File: src/rtl/mmio_timer_gpio_if.sv
// mmio_timer_gpio_if: core load/store bus between a CPU and the timer/GPIO block
interface mmio_timer_gpio_if;
    logic        rd;
    logic [3:0]  we;
    logic [31:0] addr_in;
    logic [31:0] data_in;
    logic [31:0] data_out;
    logic        hit;

    modport master (output rd, we, addr_in, data_in, input data_out, hit);
    modport slave  (input rd, we, addr_in, data_in, output data_out, hit);
endinterface

File: src/rtl/mmio_timer_gpio.sv
// mmio_timer_gpio: memory-mapped LED/switch port plus prescaled compare timer with interrupt
module mmio_timer_gpio #(
    parameter logic [31:0] BASE     = 32'h0000_2000,
    parameter int          SW_WIDTH = 16
) (
    input  logic                clk,
    input  logic                rstn,
    mmio_timer_gpio_if.slave    bus,
    input  logic [SW_WIDTH-1:0] sw,
    output logic [SW_WIDTH-1:0] led,
    output logic                irq
);
    logic [2:0]          sel;
    logic                wr;
    logic                en;
    logic                autoreload;
    logic                match_ie;
    logic                swchg_ie;
    logic [7:0]          prescale;
    logic [7:0]          presc;
    logic [7:0]          presc_next;
    logic [31:0]         count;
    logic [31:0]         count_next;
    logic [31:0]         compare;
    logic [1:0]          status;
    logic [1:0]          status_next;
    logic [1:0]          clr;
    logic                tick;
    logic                is_match;
    logic [31:0]         ctrl_word;
    logic [31:0]         led_word;
    logic [31:0]         cw;
    logic [31:0]         lw;
    logic [31:0]         rdata;
    logic [31:0]         data_reg;
    logic [SW_WIDTH-1:0] sw_meta;
    logic [SW_WIDTH-1:0] sw_sync;
    logic [SW_WIDTH-1:0] sw_hist;
    logic                unused_bits;

    function automatic logic [31:0] merge(input logic [31:0] old, input logic [31:0] d, input logic [3:0] be);
        logic [31:0] r;
        for (int i = 0; i < 4; i++) r[i*8 +: 8] = be[i] ? d[i*8 +: 8] : old[i*8 +: 8];
        return r;
    endfunction

    assign bus.hit      = bus.addr_in[31:5] == BASE[31:5];
    assign bus.data_out = data_reg;
    assign sel          = bus.addr_in[4:2];
    assign wr           = bus.hit & (|bus.we);
    assign ctrl_word    = {16'h0, prescale, 4'h0, swchg_ie, match_ie, autoreload, en};
    assign led_word     = 32'(led);
    assign cw           = merge(ctrl_word, bus.data_in, bus.we);
    assign lw           = merge(led_word, bus.data_in, bus.we);
    assign irq          = (status[0] & match_ie) | (status[1] & swchg_ie);
    assign unused_bits  = ^{bus.addr_in[1:0], cw, lw};

    // timer datapath: prescaler tick, count update with bus-write priority, sticky status with set-over-clear
    always_comb begin
        tick        = en && presc == prescale;
        is_match    = tick && count == compare;
        presc_next  = (!en || tick) ? 8'd0 : presc + 8'd1;
        count_next  = (wr && sel == 3'd3) ? merge(count, bus.data_in, bus.we) :
                      (is_match && autoreload) ? 32'd0 :
                      tick ? count + 32'd1 : count;
        clr         = (wr && sel == 3'd5 && bus.we[0]) ? bus.data_in[1:0] : 2'b00;
        status_next = (status & ~clr) | {sw_sync != sw_hist, is_match};
    end

    // read mux, sampled before any same-cycle write lands
    always_comb begin
        rdata = 32'd0;
        case (sel)
            3'd0:    rdata = led_word;
            3'd1:    rdata = 32'(sw_sync);
            3'd2:    rdata = ctrl_word;
            3'd3:    rdata = count;
            3'd4:    rdata = compare;
            3'd5:    rdata = {30'd0, status};
            default: rdata = 32'd0;
        endcase
    end

    // switch synchronizer with history flop for change detection
    always_ff @(posedge clk or negedge rstn) begin
        if (!rstn) begin
            sw_meta <= '0;
            sw_sync <= '0;
            sw_hist <= '0;
        end else begin
            sw_meta <= sw;
            sw_sync <= sw_meta;
            sw_hist <= sw_sync;
        end
    end

    // software-visible registers and timer state
    always_ff @(posedge clk or negedge rstn) begin
        if (!rstn) begin
            led        <= '0;
            en         <= 1'b0;
            autoreload <= 1'b0;
            match_ie   <= 1'b0;
            swchg_ie   <= 1'b0;
            prescale   <= 8'd0;
            presc      <= 8'd0;
            count      <= 32'd0;
            compare    <= 32'd0;
            status     <= 2'b00;
        end else begin
            presc  <= presc_next;
            count  <= count_next;
            status <= status_next;
            if (wr && sel == 3'd0) led <= lw[SW_WIDTH-1:0];
            if (wr && sel == 3'd2) begin
                en         <= cw[0];
                autoreload <= cw[1];
                match_ie   <= cw[2];
                swchg_ie   <= cw[3];
                prescale   <= cw[15:8];
            end
            if (wr && sel == 3'd4) compare <= merge(compare, bus.data_in, bus.we);
        end
    end

    // registered load data, zero on a miss, held between loads
    always_ff @(posedge clk or negedge rstn) begin
        if (!rstn) data_reg <= 32'd0;
        else if (bus.rd) data_reg <= bus.hit ? rdata : 32'd0;
    end
endmodule

File: src/flat_wrapper.sv
// flat-port wrapper written by rule: the top's interface ports become plain ports
module mmio_timer_gpio_flat 
#(
    parameter logic [31:0] BASE     = 32'h0000_2000,
    parameter int          SW_WIDTH = 16
)
  (clk, rstn, sw, led, irq, bus_rd, bus_we, bus_addr_in, bus_data_in, bus_data_out, bus_hit);
  mmio_timer_gpio_if bus_i ();
  input  logic clk;
  input  logic rstn;
  input  logic [SW_WIDTH-1:0] sw;
  output logic [SW_WIDTH-1:0] led;
  output logic irq;
  input wire logic [$bits(bus_i.rd)-1:0] bus_rd;
  input wire logic [$bits(bus_i.we)-1:0] bus_we;
  input wire logic [$bits(bus_i.addr_in)-1:0] bus_addr_in;
  input wire logic [$bits(bus_i.data_in)-1:0] bus_data_in;
  output wire logic [$bits(bus_i.data_out)-1:0] bus_data_out;
  output wire logic [$bits(bus_i.hit)-1:0] bus_hit;
  assign bus_i.rd = bus_rd;
  assign bus_i.we = bus_we;
  assign bus_i.addr_in = bus_addr_in;
  assign bus_i.data_in = bus_data_in;
  assign bus_data_out = bus_i.data_out;
  assign bus_hit = bus_i.hit;
  mmio_timer_gpio #(.BASE(BASE), .SW_WIDTH(SW_WIDTH)) u_core (.clk(clk), .rstn(rstn), .bus(bus_i), .sw(sw), .led(led), .irq(irq));
endmodule
File: config.mk
export PLATFORM = sky130hd
export DESIGN_NAME = mmio_timer_gpio_flat
export DESIGN_NICKNAME = d
export VERILOG_FILES = /design/src/rtl/mmio_timer_gpio_if.sv /design/src/rtl/mmio_timer_gpio.sv /design/src/flat_wrapper.sv
export SDC_FILE = /design/constraint.sdc
export NUM_CORES = 1
export LEC_CHECK = 0
export ABC_AREA = 1
export CAP_MARGIN = 25
export CORE_ASPECT_RATIO = 1.75
export CORE_MARGIN = 8
export CORE_UTILIZATION = 54
export DETAILED_ROUTE_END_ITERATION = 8
export PLACE_DENSITY = 0.79
export SYNTH_ARGS = -nofsm -noshare
export SYNTH_HDL_FRONTEND = slang
export SYNTH_SLANG_ARGS = --single-unit
File: constraint.sdc
create_clock -name clk -period 2 [get_ports clk]
set_clock_uncertainty 0.05 [all_clocks]
set_input_delay 0.4 -clock clk [delete_from_list [all_inputs] [get_ports clk]]
set_output_delay 0.4 -clock clk [all_outputs]
set_load 0.02 [all_outputs]
# Yosys cells after proc, flatten, opt, wreduce, memory -nomap -nowiden
# Index checks and enable logic that the tools add are counted.
# W data, S select, Z words.
[word_totals] ram_bits=0 rom_bits=0 n_memories=0 inputBits=87 output_inout_bits=50 word_cells=80 latch_bits=0 ff_bits=182
[op_classes] reduce_logical=26 n_mul=0 div_mod_pow=0 shift=0 n_mux=11 n_eq_ne=13 n_bitwise=7 addsub=2 order_cmp=0
[op_table] operator="$pmux W32 S6" n=1
[op_table] operator="$mux W32" n=4
[op_table] operator="$mux W8" n=5
[op_table] operator="$add A32 B1 Y32 const B" n=1
[op_table] operator="$eq A32 B32 Y1" n=1
[op_table] operator="$eq A27 B9 Y1 const B" n=1
[op_table] operator="$reduce_and A2 Y1" n=12
[op_table] operator="$ne A16 B16 Y1" n=1
[op_table] operator="$logic_and A1 B1 Y1" n=9
[op_table] operator="$add A8 B1 Y8 const B" n=1
[op_table] operator="$eq A8 B8 Y1" n=1
[op_table] operator="$ne A2 B2 Y1 const B" n=4
[op_table] operator="$eq A3 B2 Y1 const B" n=2
[op_table] operator="$eq A3 B3 Y1 const B" n=2
[op_table] operator="$reduce_or A4 Y1" n=1
[op_table] operator="$and A1 B1 Y1" n=3
[op_table] operator="$eq A3 B1 Y1 const B" n=1
[op_table] operator="$logic_not A3 Y1" n=1
[op_table] operator="$reduce_bool A3 Y1" n=1
[op_table] operator="$and A2 B2 Y2" n=1
[op_table] operator="$mux W2" n=1
[op_table] operator="$not A2 Y2" n=1
[op_table] operator="$or A2 B2 Y2" n=1
[op_table] operator="$logic_not A1 Y1" n=1
[op_table] operator="2 further kinds" n=2

# Longest topological paths before layout
[depth] depth_word=8 depth_mapped=15 ltp_nobuf=13

# Worst setup path after synthesis
# OpenSTA, ideal clock, no wires.
[synth_path] path_kind="input port to output port" from="input bus_addr_in[26]" to="output bus_hit" t_required_ns=1.550 arrival_time_ns=1.376 cell_stages=5 n_path_buf=2 slack_ns=0.174 path_cell_list="nor4_1 > nand3_1 > nor2_4 > buf_4 > buf_2"
[synth_between] elab_chain_len=1
[synth_rtl] element="start: declaration" line="flat_wrapper.sv:16" rtl="input wire logic [$bits(bus_i.addr_in)-1:0] bus_addr_in;"
[synth_rtl] element="$eq A27 B9 Y1" line="mmio_timer_gpio.sv:47" rtl="assign bus.hit = bus.addr_in[31:5] == BASE[31:5];"
[synth_rtl] element="end: declaration" line="flat_wrapper.sv:19" rtl="output wire logic [$bits(bus_i.hit)-1:0] bus_hit;"
# No other way between the ends.

# Worst setup path after layout
[layout_path] from="register u_core.count[2]" to="register u_core.count[18]"
[layout_between] elab_chain_len=5 word_cells_on_any_way=9 cone_classes="add/sub: 1; eq/ne: 1; mux: 3; reduce/logical: 4"
[layout_rtl] element="start: declaration" line="mmio_timer_gpio.sv:22" rtl="logic [31:0] count;"
[layout_rtl] element="start signal: assignment" line="mmio_timer_gpio.sv:112" rtl="count <= count_next;"
[layout_rtl] element="parallel branches: the longest is 5 deep, another holds $add A32 B1 Y32"
# Several ways; the timed one is not identified. The select of a mux whose other input is x is not followed.
# A chain may end at the register's enable or synchronous reset.

==> run_results.csv <==
group,metric,value,unit
floorplanning,dieArea,22900,sq um
timing,grt_setup_unrepaired,"yes",
place,place_congestion,1.03,
yosys,ys_ff_latch,182,
finish,n_fill_cell,1319,
power,p_per_area,561,nW/um^2
routing,wirelength,32.3,mm
critical_path,startpoint,"u_core.count[2]$_DFFE_PN0P_",
floorplanning,core_area,17900,sq um
timing,max_freq,478,MHz
grt,grt_usage,28.2,%
critical_path,crit_type,"register to register",
power,ir_worst_vdd,0.000732,V
critical_path,reg2reg_depth,13,
min_path,hold_depth,0,
critical_path,start_kind,"register",
timing,fin_setup_tns,-2.11,ns
yosys,synth_most_common_cell,"nand2_1",
routing,wl_per_cell,18.1,microns
finish,final_core_util,76.0,%
grt,grt_pass1_wl,51.0,mm
yosys,synth_area,9810,sq um
clock_tree,cts_buffers,17,
yosys,synth_edf_count,0,
critical_path,regToRegSetupSlack,-0.09,ns
place,dpl_cell_area,12100,sq um
job,timing.max_cap.violations,0,
timing,tightest_slew,0.821,ns
finish,drive_gt1_share,22.0,%
place,dpl_worst_slack,-0.765,ns
floorplanning,die_h,194,microns
status,violations,"setup timing",
grt,antenna_found_initial,0,
timing,slew_violations,0,
min_path,min_from,"u_core.sw_meta[7]$_DFF_PN0_",
power,leakagePower,6.50,nW
routing,ant_nets,0,
critical_path,crit_fanout,8,
yosys,ys_types,44,
floorplanning,die_x,118,microns
timing,min_period_over_period,105,%
timing,finalSetupViolations,32,
routing,drt_iter0_markers,748,
grt,grt_max_degree,42,
grt,grt-ovfl-total,0,
yosys,ys_top_cells_by_area,"dfrtp_1 (46%), nand2_1 (16%), inv_1 (6.2%)",
place,io_buffers,134,
min_path,hold_class,"register to register",
yosys,syn_area_per_cell,7.72,sq um
yosys,ys_warn_count,0,
floorplanning,start_util,54.8,%
yosys,synth_nets,1359,
finish,syn2layout_area_growth,38.6,%
critical_path,r2r-start,"u_core.count[2]$_DFFE_PN0P_",
yosys,synthTopCellsByCount,"nand2_1 (417), dfrtp_1 (182), inv_1 (161)",
routing,vias,9848,
timing,max-slew-margin-rel,44.8,%
critical_path,worst_ep_required_time,2.27,ns
yosys,ys_seq_area_share,46.4,%
clock_tree,clk_path_buf_depth,2,
yosys,synth_top_area_share,46.4,%
yosys,ys_async_sr_fraction,100,%
yosys,yosysTopAreaCell,"dfrtp_1",
timing,min_period,2.09,ns
status,status,"finished with violations",
floorplanning,boundaryPins,137,
clock_tree,clock_latency,0.43,ns
finish,final_area,13600,sq um
clock_tree,cts.sinks,182,
clock_tree,tritoncts,"built",
yosys,synthFlopType,"dfrtp_1",
clock_tree,root_buffer,"clkbuf_16",
routing,drc_errors,0,
critical_path,cp.arrival,2.36,ns
place,hpwl,23.0,mm
grt,grt_pass1_vias,9952,
clock_tree,h-tree-depth,4,
timing,hold_viol_final,0,
floorplanning,rows,65,
clock_tree,clk_pin_slew,0.07,ns
yosys,syn_inst,1270,
finish,nNetsFinal,1629,
timing,setup_ws,-0.0901,ns
finish,n_antenna_cell,0,
critical_path,crit_path_end_kind,"register",
routing,drt_pre_antenna_iters,6,
routing,vias_per_cell,5.51,
==> cells by family (layout without fill, tap and decap cells) <==
group	Yosys count	after routing	synth area share [%]
and+or+nand+nor	702	705	31.8
DFF	182	182	46.4
adders and majority gates	2	2	0.255
buffers and inverters	208	487	8.92
AOI/OAI and AO/OA	136	137	8.98
xor gates and xnor gates	40	40	3.57
==> power breakdown <==
group	switching (mW)	internal (mW)
registers	0.0291	3.73
clock network	1.51	1.87
logic	0.262	0.222
==> critical path: stages, from the launching register on <==
cell and delay (ns):
dfrtp_2 0.46, nand2_1 0.09, nand2_1 0.06, nor2_2 0.16, nand3_2 0.12, nor2_4 0.14, nand2_2 0.07, nor2_2 0.13
nand3_2 0.12, nand3_4 0.22, buf_6 0.15, nand2_8 0.08, nand2_2 0.07, nand2_1 0.05
==> metrics by stage <==
step,hold WS (ns),power [mW],instances
6_report,0.300,7.63,1787
5_1_grt,0.305,7.86,1787
4_1_cts,0.301,7.67,1769
3_5_place_dp,0.286,4.31,1704
3_3_place_gp,0.282,4.30,1704
2_1_floorplan,0.0544,3.94,1270
==> final timing paths <==
| check | to |
|---|---|
| hold reg to reg | u_core.sw_sync[7]$_DFF_PN0_ |
| min in group asynchronous | u_core.compare[21]$_DFFE_PN0P_ |
| setup reg to reg | u_core.count[18]$_DFFE_PN0P_ |
| max in group asynchronous | u_core.led[6]$_DFFE_PN0P_ |
| hold / removal | u_core.sw_sync[7]$_DFF_PN0_ |
| setup / recovery | u_core.count[18]$_DFFE_PN0P_ |
==> final cells by class <==
class / count / area (sq um) / share of cell area, %
Clock inverter: 11 / 140 / 1.03
Sequential cell: 182 / 4570 / 33.6
Inverter: 170 / 651 / 4.79
Multi-Input combinational cell: 884 / 4830 / 35.5
Clock buffer: 21 / 440 / 3.24
Timing Repair Buffer: 284 / 2670 / 19.6
Timing Repair inverter: 1 / 8.76 / 0.0644
Tap cell: 234 / 293 / 2.15
==> state kept, by name, summed over array words and instances, names as in the netlist, 2 cells and up <==
signal and cells:
u_core.bus.data_out 32, u_core.compare 32, u_core.count 32, u_core.led 16, u_core.presc 8, u_core.prescale 8
u_core.status 2, u_core.sw_hist 16, u_core.sw_meta 16, u_core.sw_sync 16
==> layer usage <==
metal / global-route usage [%] / vias up / routed length (microns)
li1: - / 4638 / -
met1: 28.0 / 4669 / 11000
met2: 51.7 / 411 / 17300
met3: 5.63 / 130 / 1860
met4: 19.0 / 0 / 2100
met5: 0 / - / 0
==> cells in the final DEF (no fill, tap or decap), drive strengths merged, types with 9 or more instances in the layout <==
master | synthesis | final
buf | 23 | 152
o22ai | 38 | 38
nand4 | 9 | 9
nand3 | 130 | 132
o21ai | 59 | 59
clkdlybuf4s50 | 0 | 103
dlygate4sd2 | 0 | 22
clkbuf | 15 | 21
a221oi | 13 | 13
nor3 | 21 | 21
o221ai | 10 | 10
inv | 167 | 172
nor4 | 9 | 9
nor2 | 91 | 91
a21oi | 11 | 11
xor2 | 19 | 19
nand2 | 427 | 428
xnor2 | 21 | 21
dfrtp | 182 | 182
==> what timing repair did <==
| item | in CTS | in global routing |
|---|---|---|
| hold buffers | 1 | 0 |
| setup endpoints to repair | 112 | 51 |
| hold endpoints to repair | 35 | 0 |
| pin swaps | 17 | 40 |
| resized for setup | 102 | 79 |
| cloned | 7 | 0 |
| buffers inserted | 26 | 20 |
Power figures use the tool's default switching activity.
